--- config.mk ---
export PLATFORM = sky130hd
export DESIGN_NAME = control_multiciclo
export DESIGN_NICKNAME = d
export VERILOG_FILES = /design/src/rtl/control_multiciclo.sv
export SDC_FILE = /design/constraint.sdc
export NUM_CORES = 1
export LEC_CHECK = 0
export CAP_MARGIN = 40
export CORE_AREA = 2 2 39 41
export CTS_CLUSTER_SIZE = 16
export DETAILED_ROUTE_END_ITERATION = 10
export DIE_AREA = 0 0 41 43
export DONT_BUFFER_PORTS = 1
export GPL_TIMING_DRIVEN = 0
export PLACE_DENSITY = 0.75
export SKIP_CTS_REPAIR_TIMING = 1
export SLEW_MARGIN = 10
export SYNTH_ARGS = -nofsm -noshare
export SYNTH_HDL_FRONTEND = slang
export SYNTH_SLANG_ARGS = --single-unit
--- constraint.sdc ---
create_clock -name clk -period 2.8 [get_ports clk]
set_input_delay 0.28 -clock clk [delete_from_list [all_inputs] [get_ports clk]]
set_output_delay 0.28 -clock clk [all_outputs]
set_load 0.05 [all_outputs]
--- src/rtl/control_multiciclo.sv ---
// Multicycle MIPS-subset control unit: Moore FSM sequencing fetch/decode/execute
// with a sticky illegal-instruction flag and overflow write suppression.
module control_multiciclo (
  input  logic       clk,
  input  logic       reset,
  input  logic [5:0] opcode,
  input  logic [5:0] funct,
  input  logic       zero,
  input  logic       overflow,
  output logic [3:0] alu_control,
  output logic       alu_src_a,
  output logic [1:0] alu_src_b,
  output logic       pc_write,
  output logic       iord,
  output logic       mem_read,
  output logic       mem_write,
  output logic       ir_write,
  output logic       reg_write,
  output logic       reg_dst,
  output logic       mem_to_reg,
  output logic [1:0] pc_source,
  output logic [3:0] state,
  output logic       illegal
);

  typedef enum logic [3:0] {
    FETCH   = 4'd0,
    DECODE  = 4'd1,
    MEMADR  = 4'd2,
    MEMRD   = 4'd3,
    MEMWB   = 4'd4,
    MEMWR   = 4'd5,
    EXEC_R  = 4'd6,
    ALUWB_R = 4'd7,
    BRANCH  = 4'd8,
    JUMP    = 4'd9,
    EXEC_I  = 4'd10,
    ALUWB_I = 4'd11
  } state_t;

  localparam logic [3:0] ALU_AND  = 4'b0000;
  localparam logic [3:0] ALU_OR   = 4'b0001;
  localparam logic [3:0] ALU_ADD  = 4'b0010;
  localparam logic [3:0] ALU_SUB  = 4'b0110;
  localparam logic [3:0] ALU_SLT  = 4'b0111;
  localparam logic [3:0] ALU_NOR  = 4'b1100;
  localparam logic [3:0] ALU_LUI  = 4'b0101;
  localparam logic [3:0] ALU_BGEZ = 4'b1111;
  localparam logic [3:0] ALU_BNE  = 4'b1010;

  localparam logic [5:0] OP_R      = 6'b000000;
  localparam logic [5:0] OP_REGIMM = 6'b000001;
  localparam logic [5:0] OP_J      = 6'b000010;
  localparam logic [5:0] OP_BEQ    = 6'b000100;
  localparam logic [5:0] OP_BNE    = 6'b000101;
  localparam logic [5:0] OP_ADDI   = 6'b001000;
  localparam logic [5:0] OP_SLTI   = 6'b001010;
  localparam logic [5:0] OP_ANDI   = 6'b001100;
  localparam logic [5:0] OP_ORI    = 6'b001101;
  localparam logic [5:0] OP_LUI    = 6'b001111;
  localparam logic [5:0] OP_LW     = 6'b100011;
  localparam logic [5:0] OP_SW     = 6'b101011;

  state_t     cur;
  state_t     nxt;
  logic       ovf_q;
  logic       illegal_q;
  logic [3:0] r_alu;
  logic [3:0] i_alu;
  logic [3:0] b_alu;
  logic       funct_ok;
  logic       opcode_ok;

  always_comb begin
    r_alu    = ALU_ADD;
    funct_ok = 1'b1;
    case (funct)
      6'b100000: r_alu = ALU_ADD;
      6'b100010: r_alu = ALU_SUB;
      6'b100100: r_alu = ALU_AND;
      6'b100101: r_alu = ALU_OR;
      6'b100111: r_alu = ALU_NOR;
      6'b101010: r_alu = ALU_SLT;
      default:   funct_ok = 1'b0;
    endcase
  end

  always_comb begin
    i_alu = ALU_ADD;
    case (opcode)
      OP_ANDI: i_alu = ALU_AND;
      OP_ORI:  i_alu = ALU_OR;
      OP_SLTI: i_alu = ALU_SLT;
      OP_LUI:  i_alu = ALU_LUI;
      default: i_alu = ALU_ADD;
    endcase
  end

  always_comb begin
    b_alu = ALU_SUB;
    case (opcode)
      OP_BNE:    b_alu = ALU_BNE;
      OP_REGIMM: b_alu = ALU_BGEZ;
      default:   b_alu = ALU_SUB;
    endcase
  end

  always_comb begin
    nxt       = FETCH;
    opcode_ok = 1'b1;
    case (cur)
      FETCH:  nxt = DECODE;
      DECODE: begin
        case (opcode)
          OP_LW, OP_SW:                          nxt = MEMADR;
          OP_R:                                  nxt = EXEC_R;
          OP_BEQ, OP_BNE, OP_REGIMM:             nxt = BRANCH;
          OP_J:                                  nxt = JUMP;
          OP_ADDI, OP_ANDI, OP_ORI, OP_SLTI,
          OP_LUI:                                nxt = EXEC_I;
          default: begin
            nxt       = FETCH;
            opcode_ok = 1'b0;
          end
        endcase
      end
      MEMADR:  nxt = (opcode == OP_SW) ? MEMWR : MEMRD;
      MEMRD:   nxt = MEMWB;
      EXEC_R:  nxt = ALUWB_R;
      EXEC_I:  nxt = ALUWB_I;
      default: nxt = FETCH;
    endcase
  end

  always_ff @(posedge clk or posedge reset) begin
    if (reset) begin
      cur       <= FETCH;
      ovf_q     <= 1'b0;
      illegal_q <= 1'b0;
    end else begin
      cur <= nxt;
      if ((cur == DECODE && !opcode_ok) || (cur == EXEC_R && !funct_ok))
        illegal_q <= 1'b1;
      // Only an ADD can suppress the writeback; any other EXEC op clears it.
      if (cur == EXEC_R)
        ovf_q <= overflow && (r_alu == ALU_ADD);
      else if (cur == EXEC_I)
        ovf_q <= overflow && (i_alu == ALU_ADD);
    end
  end

  always_comb begin
    alu_control = 4'b0000;
    alu_src_a   = 1'b0;
    alu_src_b   = 2'b00;
    pc_write    = 1'b0;
    iord        = 1'b0;
    mem_read    = 1'b0;
    mem_write   = 1'b0;
    ir_write    = 1'b0;
    reg_write   = 1'b0;
    reg_dst     = 1'b0;
    mem_to_reg  = 1'b0;
    pc_source   = 2'b00;
    case (cur)
      FETCH: begin
        mem_read    = 1'b1;
        ir_write    = 1'b1;
        alu_src_b   = 2'b01;
        alu_control = ALU_ADD;
        pc_write    = 1'b1;
      end
      DECODE: begin
        alu_src_b   = 2'b11;
        alu_control = ALU_ADD;
      end
      MEMADR: begin
        alu_src_a   = 1'b1;
        alu_src_b   = 2'b10;
        alu_control = ALU_ADD;
      end
      MEMRD: begin
        mem_read = 1'b1;
        iord     = 1'b1;
      end
      MEMWB: begin
        reg_write  = 1'b1;
        mem_to_reg = 1'b1;
      end
      MEMWR: begin
        mem_write = 1'b1;
        iord      = 1'b1;
      end
      EXEC_R: begin
        alu_src_a   = 1'b1;
        alu_control = r_alu;
      end
      ALUWB_R: begin
        reg_write = !ovf_q;
        reg_dst   = 1'b1;
      end
      BRANCH: begin
        alu_src_a   = 1'b1;
        alu_control = b_alu;
        pc_source   = 2'b01;
        pc_write    = zero;
      end
      JUMP: begin
        pc_write  = 1'b1;
        pc_source = 2'b10;
      end
      EXEC_I: begin
        alu_src_a   = 1'b1;
        alu_src_b   = 2'b10;
        alu_control = i_alu;
      end
      ALUWB_I: reg_write = !ovf_q;
      default: ;
    endcase
  end

  assign state   = cur;
  assign illegal = illegal_q;

endmodule

==> impl_metrics.sql, run 1 <==
INSERT INTO impl_metrics (metric_group, metric, value, unit) VALUES
('outcome', 'run_status', 'completed', ''),
('clock_network', 'clock_tree.htree_level_count', '1', ''),
('critical_path', 'crit_type', 'flip-flop to output pin', ''),
('sta', 'worst_relative_slew_slack', '40.12', '%'),
('hold_path', 'min_path_cells', '1', ''),
('power_and_ir_drop', 'leakage', '0.3374', 'nW'),
('synth', 'synth.distinct_cells', '42', ''),
('floorplanning', 'design.die.area', '1763', 'um^2'),
('critical_path', 'path_cells', 'clkbuf_1 -> o21ai_0 -> nor2_1', ''),
('global_route', 'grt_pass1_vias', '735', ''),
('synth', 'synth-seq-cells', '6', ''),
('sta', 'setup_slack', '0.1413', 'ns'),
('drt', 'detail_route.wl_per_cell', '14.64', 'um'),
('clock_network', 'cts_buffers', '3', ''),
('critical_path', 'critPathRequiredTime', '2.52', 'ns'),
('clock_network', 'ctsRootBufferMaster', 'sky130_fd_sc_hd__clkbuf_4', ''),
('synth', 'yosys.area_share.adder', '0', '%'),
('sta', 'timing.setup.tns', '0', 'ns'),
('sta', 'post-route-period-util', '94.95', '%'),
('global_route', 'grt_first_pass_wirelength', '2987', 'um'),
('global_route', 'grt_overflow', '0', ''),
('drt', 'vias', '881', ''),
('drt', 'detail_route.first_pass.iterations', '5', ''),
('sta', 'period_minus_slack', '2.659', 'ns'),
('placement', 'dp_worst_setup_slack', '0.3522', 'ns'),
('synth', 'count_of_synthesis_stage_warnings_from_yosys', '0', ''),
('critical_path', 'r2r.worst_path.cells', '4', ''),
('clock_network', 'clk_pin_slew_worst_paths', '0.05', 'ns'),
('layout', 'antenna-diode-count', '0', ''),
('placement', 'detailedPlacementHpwl', '1526', 'um'),
('placement', 'place_congestion', '0.8433', ''),
('synth', 'syn-num-nets', '128', ''),
('synth', 'synth_area_per_cell', '7.038', 'um^2'),
('hold_path', 'worst_hold_path.endpoint', 'state[3]', ''),
('sta', 'timing.final.setup_violations', '0', ''),
('global_route', 'global_route.usage.total', '24.67', '%'),
('critical_path', 'ff2ff_setup_slack', '0.63', 'ns'),
('drt', 'drt-total-wl', '2020', 'um'),
('layout', 'nNetsFinal', '140', ''),
('synth', 'yosys.area_share.simple', '42.86', '%'),
('hold_path', 'hold_path.startpoint', 'opcode[5]', ''),
('synth', 'muxShareOfSynthArea', '2.857', '%'),
('critical_path', 'rr_endpoint', 'state[0]', ''),
('synth', 'synth_compound_area_share', '25.24', '%'),
('power_and_ir_drop', 'vdd_ir_drop_max', '0.0003959', 'V'),
('floorplanning', 'floorplan.rows', '14', ''),
('synth', 'synth-edff-count', '0', ''),
('layout', 'layout-area-overhead-vs-synth', '17.94', '%'),
('clock_network', 'clk_path_buf_depth', '2', ''),
('clock_network', 'tritoncts', 'built', ''),
('layout', 'layout.filler_cells', '124', ''),
('power_and_ir_drop', 'power.density', '975.2', 'nW/um^2'),
('sta', 'finalClockSkew', '0.006039', 'ns'),
('drt', 'routed_vias_inst', '6.384', ''),
('flow_run', 'maxCapViolCount', '0', ''),
('critical_path', 'critical_path.slowest_cell', 'sky130_fd_sc_hd__dfrtp_1', ''),
('drt', 'dr.first_iter.drc_count', '13', ''),
('drt', 'drc_errors', '0', ''),
('placement', 'port_buffers', '0', ''),
('drt', 'drt.antenna.violating_nets', '0', ''),
('floorplanning', 'effective_utilization_at_floorplan', '56.96', '%'),
('clock_network', 'cts_sinks', '6', ''),
('synth', 'ys_dominant_reg_cell', 'sky130_fd_sc_hd__dfrtp_1', ''),
('synth', 'postSynthCellCount', '112', ''),
('synth', 'post_synth_xor_area_fraction', '4.444', '%'),
('layout', 'drive_gt1_share', '20.49', '%'),
('synth', 'synth_top_family_by_area', 'simple AND/OR/NAND/NOR gates', ''),
('sta', 'maximum_clock_frequency', '376.1', 'MHz'),
('critical_path', 'cp_data_arrival_time', '2.38', 'ns'),
('clock_network', 'worst_skew_pair.late_latency', '0.25', 'ns'),
('sta', 'fin_hold_ws', '0.1442', 'ns');
## area by class of cell
cell class                      count  area [um^2]  area share, %
Buffer                              7        32.53          3.499
Clock buffer                        3        22.52          2.423
Inverter                            3        11.26          1.211
Multi-Input combinational cell     96        641.9          69.04
Sequential cell                     6        150.1          16.15
Tap cell                           16        20.02          2.153
Timing Repair Buffer                7        51.30          5.518
## how the worst max path moves through the flow
stage,from,end,cells past startpoint
final,state[1],alu_src_a,3
after global routing,state[1],alu_src_a,3
after CTS,state[1],reg_write,3
after detailed placement,state[1],reg_write,3
after global placement,state[1],reg_write,3
after floorplan,state[1],reg_write,3
## synthesized netlist by cell type (2+ instances only)
master | count | area share, %
sky130_fd_sc_hd__inv_1 | 3 | 1.4
sky130_fd_sc_hd__buf_2 | 2 | 1.3
sky130_fd_sc_hd__mux2_2 | 2 | 2.9
sky130_fd_sc_hd__nor2_1 | 13 | 6.2
sky130_fd_sc_hd__nor2b_1 | 5 | 4.0
sky130_fd_sc_hd__dfrtp_1 | 6 | 19
sky130_fd_sc_hd__nand2_1 | 8 | 3.8
sky130_fd_sc_hd__o21ai_0 | 5 | 3.2
sky130_fd_sc_hd__xnor2_1 | 2 | 2.2
sky130_fd_sc_hd__clkbuf_1 | 3 | 1.4
sky130_fd_sc_hd__nand3_1 | 8 | 5.1
sky130_fd_sc_hd__a21oi_1 | 8 | 5.1
sky130_fd_sc_hd__o211ai_1 | 3 | 2.9
sky130_fd_sc_hd__nor4_1 | 2 | 1.6
sky130_fd_sc_hd__nand2b_1 | 6 | 4.8
sky130_fd_sc_hd__nand4_1 | 3 | 2.4
sky130_fd_sc_hd__nor3_1 | 4 | 2.5
sky130_fd_sc_hd__xor2_1 | 2 | 2.2
sky130_fd_sc_hd__nor3b_1 | 3 | 2.9
sky130_fd_sc_hd__and3_1 | 2 | 1.6
## layer usage
layer	global-route usage [%]	up-vias	wire length, um
li1	-	433	-
met3	2.094	5	118
met1	32.57	402	892
met4	16.67	0	51
met5	0	-	0
met2	36.25	41	957
## worst max-delay path: cells and delay by family (launching register included)
family | cells | cell delay (ns)
buf+inv | 1 | 0.52
flops | 1 | 0.75
compound gates | 1 | 0.18
simple gates | 1 | 0.69
## placed cells by master (no fill, tap or decap), types with 3 or more instances in the layout
cell type                  instances
sky130_fd_sc_hd__buf_4             6
sky130_fd_sc_hd__nand2b_1          6
sky130_fd_sc_hd__clkbuf_4          3
sky130_fd_sc_hd__a21oi_1           8
sky130_fd_sc_hd__o211ai_1          3
sky130_fd_sc_hd__nand3_1           8
sky130_fd_sc_hd__inv_1             3
sky130_fd_sc_hd__nor3b_1           3
sky130_fd_sc_hd__nor2_1           13
sky130_fd_sc_hd__nand4_1           3
sky130_fd_sc_hd__o21ai_0           5
sky130_fd_sc_hd__clkbuf_1          3
sky130_fd_sc_hd__nor2b_1           5
sky130_fd_sc_hd__nand2_1           8
sky130_fd_sc_hd__dfrtp_1           6
## power by group
| part | switching [mW] | internal [mW] | leakage (nW) | total, mW |
|---|---|---|---|---|
| Combinational | 0.453 | 0.167 | 0.252 | 0.620 |
| Sequential | 0.0966 | 0.108 | 0.0716 | 0.205 |
| Clock | 0.0326 | 0.0486 | 0.0138 | 0.0812 |
| Total | 0.582 | 0.324 | 0.337 | 0.907 |
## sequential cells by signal (all words and copies together) (netlist names)
name	cells
illegal	1
state	4
ovf_q	1
## metrics by stage
| stage | instance area (um^2) | cells | total power [mW] |
|---|---|---|---|
| final | 929.6 | 138 | 0.9065 |
| after global routing | 929.6 | 138 | 0.9625 |
| after CTS | 913.4 | 137 | 0.9036 |
| after detailed placement | 890.9 | 134 | 0.8197 |
| after global placement | 825.8 | 128 | 0.7449 |
| after floorplan | 805.8 | 112 | 0.6969 |
## cell families (layout without fill, tap and decap cells)
family,after synthesis,count (layout)
flops,6,6
xor+xnor,4,4
simple gates,62,62
mux,2,2
buf+inv,10,20
compound gates,28,28
Power figures use the tool's default switching activity.
==> run 2: changes to the inputs <==
Settings changed: BUFFER_PORTS_ARGS from default to -buffer_cell sky130_fd_sc_hd__buf_4, CORE_AREA 2 2 39 41 to default, CORE_UTILIZATION from default to 49, DIE_AREA 0 0 41 43 to default, DONT_BUFFER_PORTS 1 to default, PLACE_DENSITY 0.75 to 0.84.
==> run 2 against run 1 <==
Net effect: non-clock buffer count is 28 higher; largest power group unchanged; critical path depth is 2 higher; global-route usage is 2.0 points higher.
==> impl_metrics.sql, run 2 (same netlist as run 1, synthesis figures left out) <==
INSERT INTO impl_metrics (metric_group, metric, value, unit) VALUES
('placement', 'port_buffers', '34', ''),
('drt', 'routed_vias_inst', '6.042', ''),
('floorplanning', 'effective_utilization_at_floorplan', '52.33', '%'),
('drt', 'vias', '1003', ''),
('floorplanning', 'chipWidth', '42.11', 'um'),
('outcome', 'run_status', 'completed', ''),
('sta', 'timing.final.setup_violations', '0', ''),
('power_and_ir_drop', 'fin_total_pwr', '0.9963', 'mW'),
('global_route', 'grt_pass1_vias', '905', ''),
('critical_path', 'path_cells', 'nand2b_1 -> nor2_1 -> nand3_1 -> o21ai_1 -> buf_4', ''),
('sta', 'slew_violations', '0', ''),
('drt', 'drc_errors', '0', ''),
('critical_path', 'crit_type', 'flip-flop to output pin', ''),
('floorplanning', 'core_area', '1506', 'um^2'),
('floorplanning', 'design.die.area', '1773', 'um^2'),
('critical_path', 'timing.critical_path.fanout_max', '7', ''),
('layout', 'layout.cells.most_common_list', 'sky130_fd_sc_hd__buf_4 (35), sky130_fd_sc_hd__nor2_1 (13), sky130_fd_sc_hd__nand2_1 (8), sky130_fd_sc_hd__a21oi_1 (8), sky130_fd_sc_hd__nand3_1 (8)', ''),
('critical_path', 'timing.critical_path.max_delay_family', 'simple AND/OR/NAND/NOR gates', ''),
('clock_network', 'clk_pin_slew_worst_paths', '0.04', 'ns'),
('global_route', 'grt_overflow', '0', ''),
('critical_path', 'critical_path.max_stage_delay', '0.45', 'ns'),
('layout', 'finish.instance_area', '1114', 'um^2'),
('sta', 'period_minus_slack', '2.087', 'ns'),
('power_and_ir_drop', 'power.density', '894.7', 'nW/um^2'),
('sta', 'tightest_slew', '0.4921', 'ns'),
('floorplanning', 'floorplan.rows', '14', ''),
('layout', 'largest_register_ffs', '4', ''),
('power_and_ir_drop', 'vdd_ir_drop_max', '0.0004482', 'V'),
('placement', 'dp_worst_setup_slack', '1.018', 'ns'),
('sta', 'post-route-period-util', '74.53', '%'),
('layout', 'final_core_utilization', '73.92', '%'),
('global_route', 'grt_start_max_net_pins', '11', ''),
('critical_path', 'critPathRequiredTime', '2.52', 'ns'),
('layout', 'layout.cells.most_common', 'sky130_fd_sc_hd__buf_4', ''),
('sta', 'rsz0062_at_grt', 'false', ''),
('clock_network', 'cts_buffers', '3', ''),
('layout', 'final_cells', '166', ''),
('drt', 'drt-total-wl', '2274', 'um'),
('critical_path', 'cp_data_arrival_time', '1.81', 'ns'),
('hold_path', 'holdCritPathClass', 'input port to flip-flop', ''),
('layout', 'antenna-diode-count', '0', ''),
('layout', 'nNetsFinal', '168', ''),
('critical_path', 'start_kind', 'flip-flop', ''),
('floorplanning', 'die_h', '42.11', 'um'),
('drt', 'dr.first_iter.drc_count', '38', ''),
('clock_network', 'cts_sinks', '6', ''),
('placement', 'detailedPlacementHpwl', '1735', 'um'),
('global_route', 'global_route.usage.total', '26.66', '%'),
('global_route', 'antenna_violations_before_repair', '0', ''),
('flow_run', 'maxCapViolCount', '0', ''),
('sta', 'fin_hold_ws', '0.2966', 'ns'),
('placement', 'place.detailed.instances', '162', ''),
('power_and_ir_drop', 'leakage', '0.4771', 'nW'),
('clock_network', 'worst_skew_pair.late_latency', '0.25', 'ns'),
('critical_path', 'timing.critical_path.to_type', 'output pin', ''),
('clock_network', 'clk_path_buf_depth', '2', ''),
('sta', 'setup_slack', '0.7130', 'ns'),
('clock_network', 'tritoncts', 'built', ''),
('clock_network', 'clock_tree.htree_level_count', '1', ''),
('global_route', 'grt_first_pass_wirelength', '3726', 'um'),
('drt', 'detail_route.first_pass.iterations', '4', ''),
('layout', 'drive_gt1_share', '33.33', '%'),
('critical_path', 'crit_buf_inv', '1', ''),
('placement', 'placed_cell_area', '1081', 'um^2'),
('sta', 'finalClockSkew', '0.008062', 'ns'),
('sta', 'maximum_clock_frequency', '479.2', 'MHz'),
('sta', 'timing.setup.tns', '0', 'ns'),
('floorplanning', 'top_level_ports', '38', ''),
('placement', 'place_congestion', '0.9548', ''),
('drt', 'drt.antenna.violating_nets', '0', ''),
('drt', 'detail_route.wl_per_cell', '13.70', 'um'),
('critical_path', 'critical_path.slowest_cell', 'sky130_fd_sc_hd__dfrtp_1', ''),
('clock_network', 'ctsRootBufferMaster', 'sky130_fd_sc_hd__clkbuf_4', ''),
('sta', 'hold_viol_final', '0', ''),
('sta', 'worst_relative_slew_slack', '67.19', '%'),
('layout', 'layout-area-overhead-vs-synth', '41.27', '%');
-- run 2: routing by layer --
metal,wire length (um),track usage [%],vias to the layer above
met3,195,2.155,9
li1,-,-,491
met4,63,13.13,0
met5,0,0,-
met1,898,30.91,437
met2,1116,48.75,66
-- run 2: power breakdown --
group | switching, mW | internal (mW)
clock network | 0.0332 | 0.0486
logic | 0.531 | 0.238
registers | 0.0357 | 0.110
-- run 2: final cells by class --
type	count	area (um^2)
Tap cell	16	20.02
Fill cell	140	392.9
Timing Repair Buffer	35	265.3
Multi-Input combinational cell	96	611.8
Inverter	3	11.26
Clock buffer	3	22.52
Buffer	7	32.53
Sequential cell	6	150.1
-- run 2: path summary, 6_finish.rpt --
kind                                 from        endpoint  slack, ns  depth (start not counted)
worst max-delay path             state[3]  alu_control[3]       0.71                          5
min in group asynchronous           reset        state[1]       0.51                          3
worst min-delay path            opcode[5]        state[3]       0.30                          2
max in group asynchronous           reset           ovf_q       2.09                          3
worst min register to register    illegal         illegal       0.48                          1
worst max register to register   state[1]        state[3]       1.14                          3
-- run 2: worst reg2reg max path: stages, from the launching register on --
cell and delay [ns]:
sky130_fd_sc_hd__dfrtp_1 0.45, sky130_fd_sc_hd__nand2b_1 0.23, sky130_fd_sc_hd__or3_1 0.38, sky130_fd_sc_hd__o41ai_1 0.44
==> run 3: changes to the inputs <==
Settings changed: CORE_UTILIZATION 49 to 45, PLACE_DENSITY 0.84 to 0.78.
Clock period 2.8 ns to 2.05 ns, I/O delays scaled along.
==> run 3 against run 2 <==
Net effect: register-to-register slack worse by 0.73 ns; via count down 0.60%; critical path depth shrank 1; hold slack worse by 0.092 ns; largest power group unchanged; highest routed layer unchanged; non-clock buffer count unchanged.
==> impl_metrics.sql, run 3 (same netlist as run 1, synthesis figures left out) <==
INSERT INTO impl_metrics (metric_group, metric, value, unit) VALUES
('outcome', 'run_status', 'completed', ''),
('global_route', 'grt_overflow', '0', ''),
('global_route', 'global_route.usage.total', '24.08', '%'),
('floorplanning', 'design.die.area', '1923', 'um^2'),
('clock_network', 'cts_buffers', '3', ''),
('clock_network', 'clk_pin_slew_worst_paths', '0.05', 'ns'),
('placement', 'port_buffers', '34', ''),
('floorplanning', 'effective_utilization_at_floorplan', '50.00', '%'),
('drt', 'vias', '997', ''),
('critical_path', 'critPathRequiredTime', '1.85', 'ns'),
('sta', 'slew_violations', '0', ''),
('layout', 'final_cells', '166', ''),
('clock_network', 'clk_path_buf_depth', '2', ''),
('hold_path', 'holdCritPathClass', 'input port to flip-flop', ''),
('clock_network', 'ctsRootBufferMaster', 'sky130_fd_sc_hd__clkbuf_4', ''),
('placement', 'detailedPlacementHpwl', '1718', 'um'),
('clock_network', 'clock_tree.htree_level_count', '1', ''),
('floorplanning', 'floorplan.rows', '14', ''),
('sta', 'tightest_slew', '0.5457', 'ns'),
('sta', 'worst_relative_slew_slack', '63.62', '%'),
('sta', 'setup_slack', '0.1105', 'ns'),
('floorplanning', 'top_level_ports', '38', ''),
('sta', 'finalClockSkew', '0.001935', 'ns'),
('critical_path', 'timing.critical_path.fanout_max', '10', ''),
('sta', 'fin_hold_ws', '0.2050', 'ns'),
('critical_path', 'worst_r2r_startpoint', 'state[1]', ''),
('drt', 'routed_vias_inst', '6.006', ''),
('sta', 'hold_viol_final', '0', ''),
('sta', 'period_minus_slack', '1.940', 'ns'),
('layout', 'layout.cells.most_common', 'sky130_fd_sc_hd__buf_4', ''),
('critical_path', 'cp_data_arrival_time', '1.73', 'ns'),
('critical_path', 'first_element_of_the_critical_path', 'state[0]', ''),
('sta', 'timing.final.setup_violations', '0', ''),
('sta', 'post-route-period-util', '94.61', '%'),
('layout', 'drive_gt1_share', '40.00', '%'),
('critical_path', 'crit_type', 'flip-flop to output pin', ''),
('floorplanning', 'chipWidth', '43.86', 'um'),
('placement', 'place.detailed.instances', '162', ''),
('clock_network', 'tritoncts', 'built', ''),
('drt', 'detail_route.first_pass.iterations', '6', ''),
('drt', 'drt-total-wl', '2240', 'um'),
('layout', 'largest_register_ffs', '4', ''),
('placement', 'place_congestion', '0.9559', ''),
('clock_network', 'worst_skew_pair.late_latency', '0.25', 'ns'),
('layout', 'nNetsFinal', '168', ''),
('sta', 'maximum_clock_frequency', '515.6', 'MHz'),
('layout', 'layout-area-overhead-vs-synth', '46.98', '%'),
('power_and_ir_drop', 'leakage', '0.4906', 'nW'),
('floorplanning', 'die_h', '43.86', 'um'),
('global_route', 'grt_start_max_net_pins', '11', ''),
('power_and_ir_drop', 'power.density', '1206', 'nW/um^2'),
('global_route', 'grt_first_pass_wirelength', '3484', 'um'),
('layout', 'antenna-diode-count', '0', ''),
('flow_run', 'maxCapViolCount', '0', ''),
('placement', 'dp_worst_setup_slack', '0.3011', 'ns'),
('drt', 'drt.antenna.violating_nets', '0', ''),
('floorplanning', 'core_area', '1577', 'um^2'),
('drt', 'detail_route.wl_per_cell', '13.49', 'um'),
('power_and_ir_drop', 'vdd_ir_drop_max', '0.0005643', 'V'),
('critical_path', 'start_kind', 'flip-flop', ''),
('sta', 'timing.setup.tns', '0', 'ns'),
('drt', 'drc_errors', '0', ''),
('global_route', 'grt_pass1_vias', '834', ''),
('drt', 'dr.first_iter.drc_count', '24', ''),
('hold_path', 'hold_path.startpoint', 'opcode[5]', ''),
('critical_path', 'timing.critical_path.to_type', 'output pin', ''),
('global_route', 'antenna_violations_before_repair', '0', ''),
('sta', 'rsz0062_at_grt', 'false', ''),
('layout', 'layout.filler_cells', '142', ''),
('layout', 'layout.cells.most_common_list', 'sky130_fd_sc_hd__buf_4 (35), sky130_fd_sc_hd__nor2_1 (12), sky130_fd_sc_hd__nand2_1 (8), sky130_fd_sc_hd__a21oi_1 (8), sky130_fd_sc_hd__nand3_1 (7)', ''),
('clock_network', 'cts_sinks', '6', '');
[run 3: power breakdown]
part | switching [mW] | internal (mW)
clock | 0.0485 | 0.0666
combinational | 0.734 | 0.341
sequential | 0.0563 | 0.151
[run 3: area by class of cell]
type / count / area [um^2] / share of cell area [%]
Timing Repair Buffer: 35 / 265.3 / 22.89
Multi-Input combinational cell: 96 / 653.1 / 56.37
Sequential cell: 6 / 152.6 / 13.17
Clock buffer: 3 / 22.52 / 1.944
Tap cell: 16 / 20.02 / 1.728
Inverter: 3 / 11.26 / 0.9719
Buffer: 7 / 33.78 / 2.916
[run 3: layer usage]
layer / share of wire, % / track usage (%)
met1: 44 / 29.59
met2: 47 / 41.19
met3: 6.3 / 3.333
met4: 2.4 / 11.52
met5: 0 / 0
[run 3: final timing paths]
path | endpoint | slack [ns] | depth (start not counted)
setup reg to reg | state[3] | 0.41 | 3
max in group asynchronous | state[2] | 1.41 | 3
min in group asynchronous | state[0] | 0.44 | 3
hold reg to reg | illegal | 0.50 | 1
setup / recovery | reg_write | 0.11 | 4
hold / removal | state[3] | 0.20 | 2
[run 3: worst max-delay path: stages, from the launching register on]
cell and delay [ns]:
sky130_fd_sc_hd__dfrtp_1 0.50, sky130_fd_sc_hd__clkbuf_1 0.40, sky130_fd_sc_hd__nor3_2 0.10, sky130_fd_sc_hd__or2_2 0.30
sky130_fd_sc_hd__buf_4 0.19
[run 3: metrics by stage]
stage	power, mW	area, um^2	utilization (%)
after global routing	1.464	1159	73.49
final	1.398	1159	73.49
after CTS	1.392	1145	72.62
after detailed placement	1.275	1122	71.19
after global placement	1.265	1122	71.19
after floorplan	0.9884	847.1	-
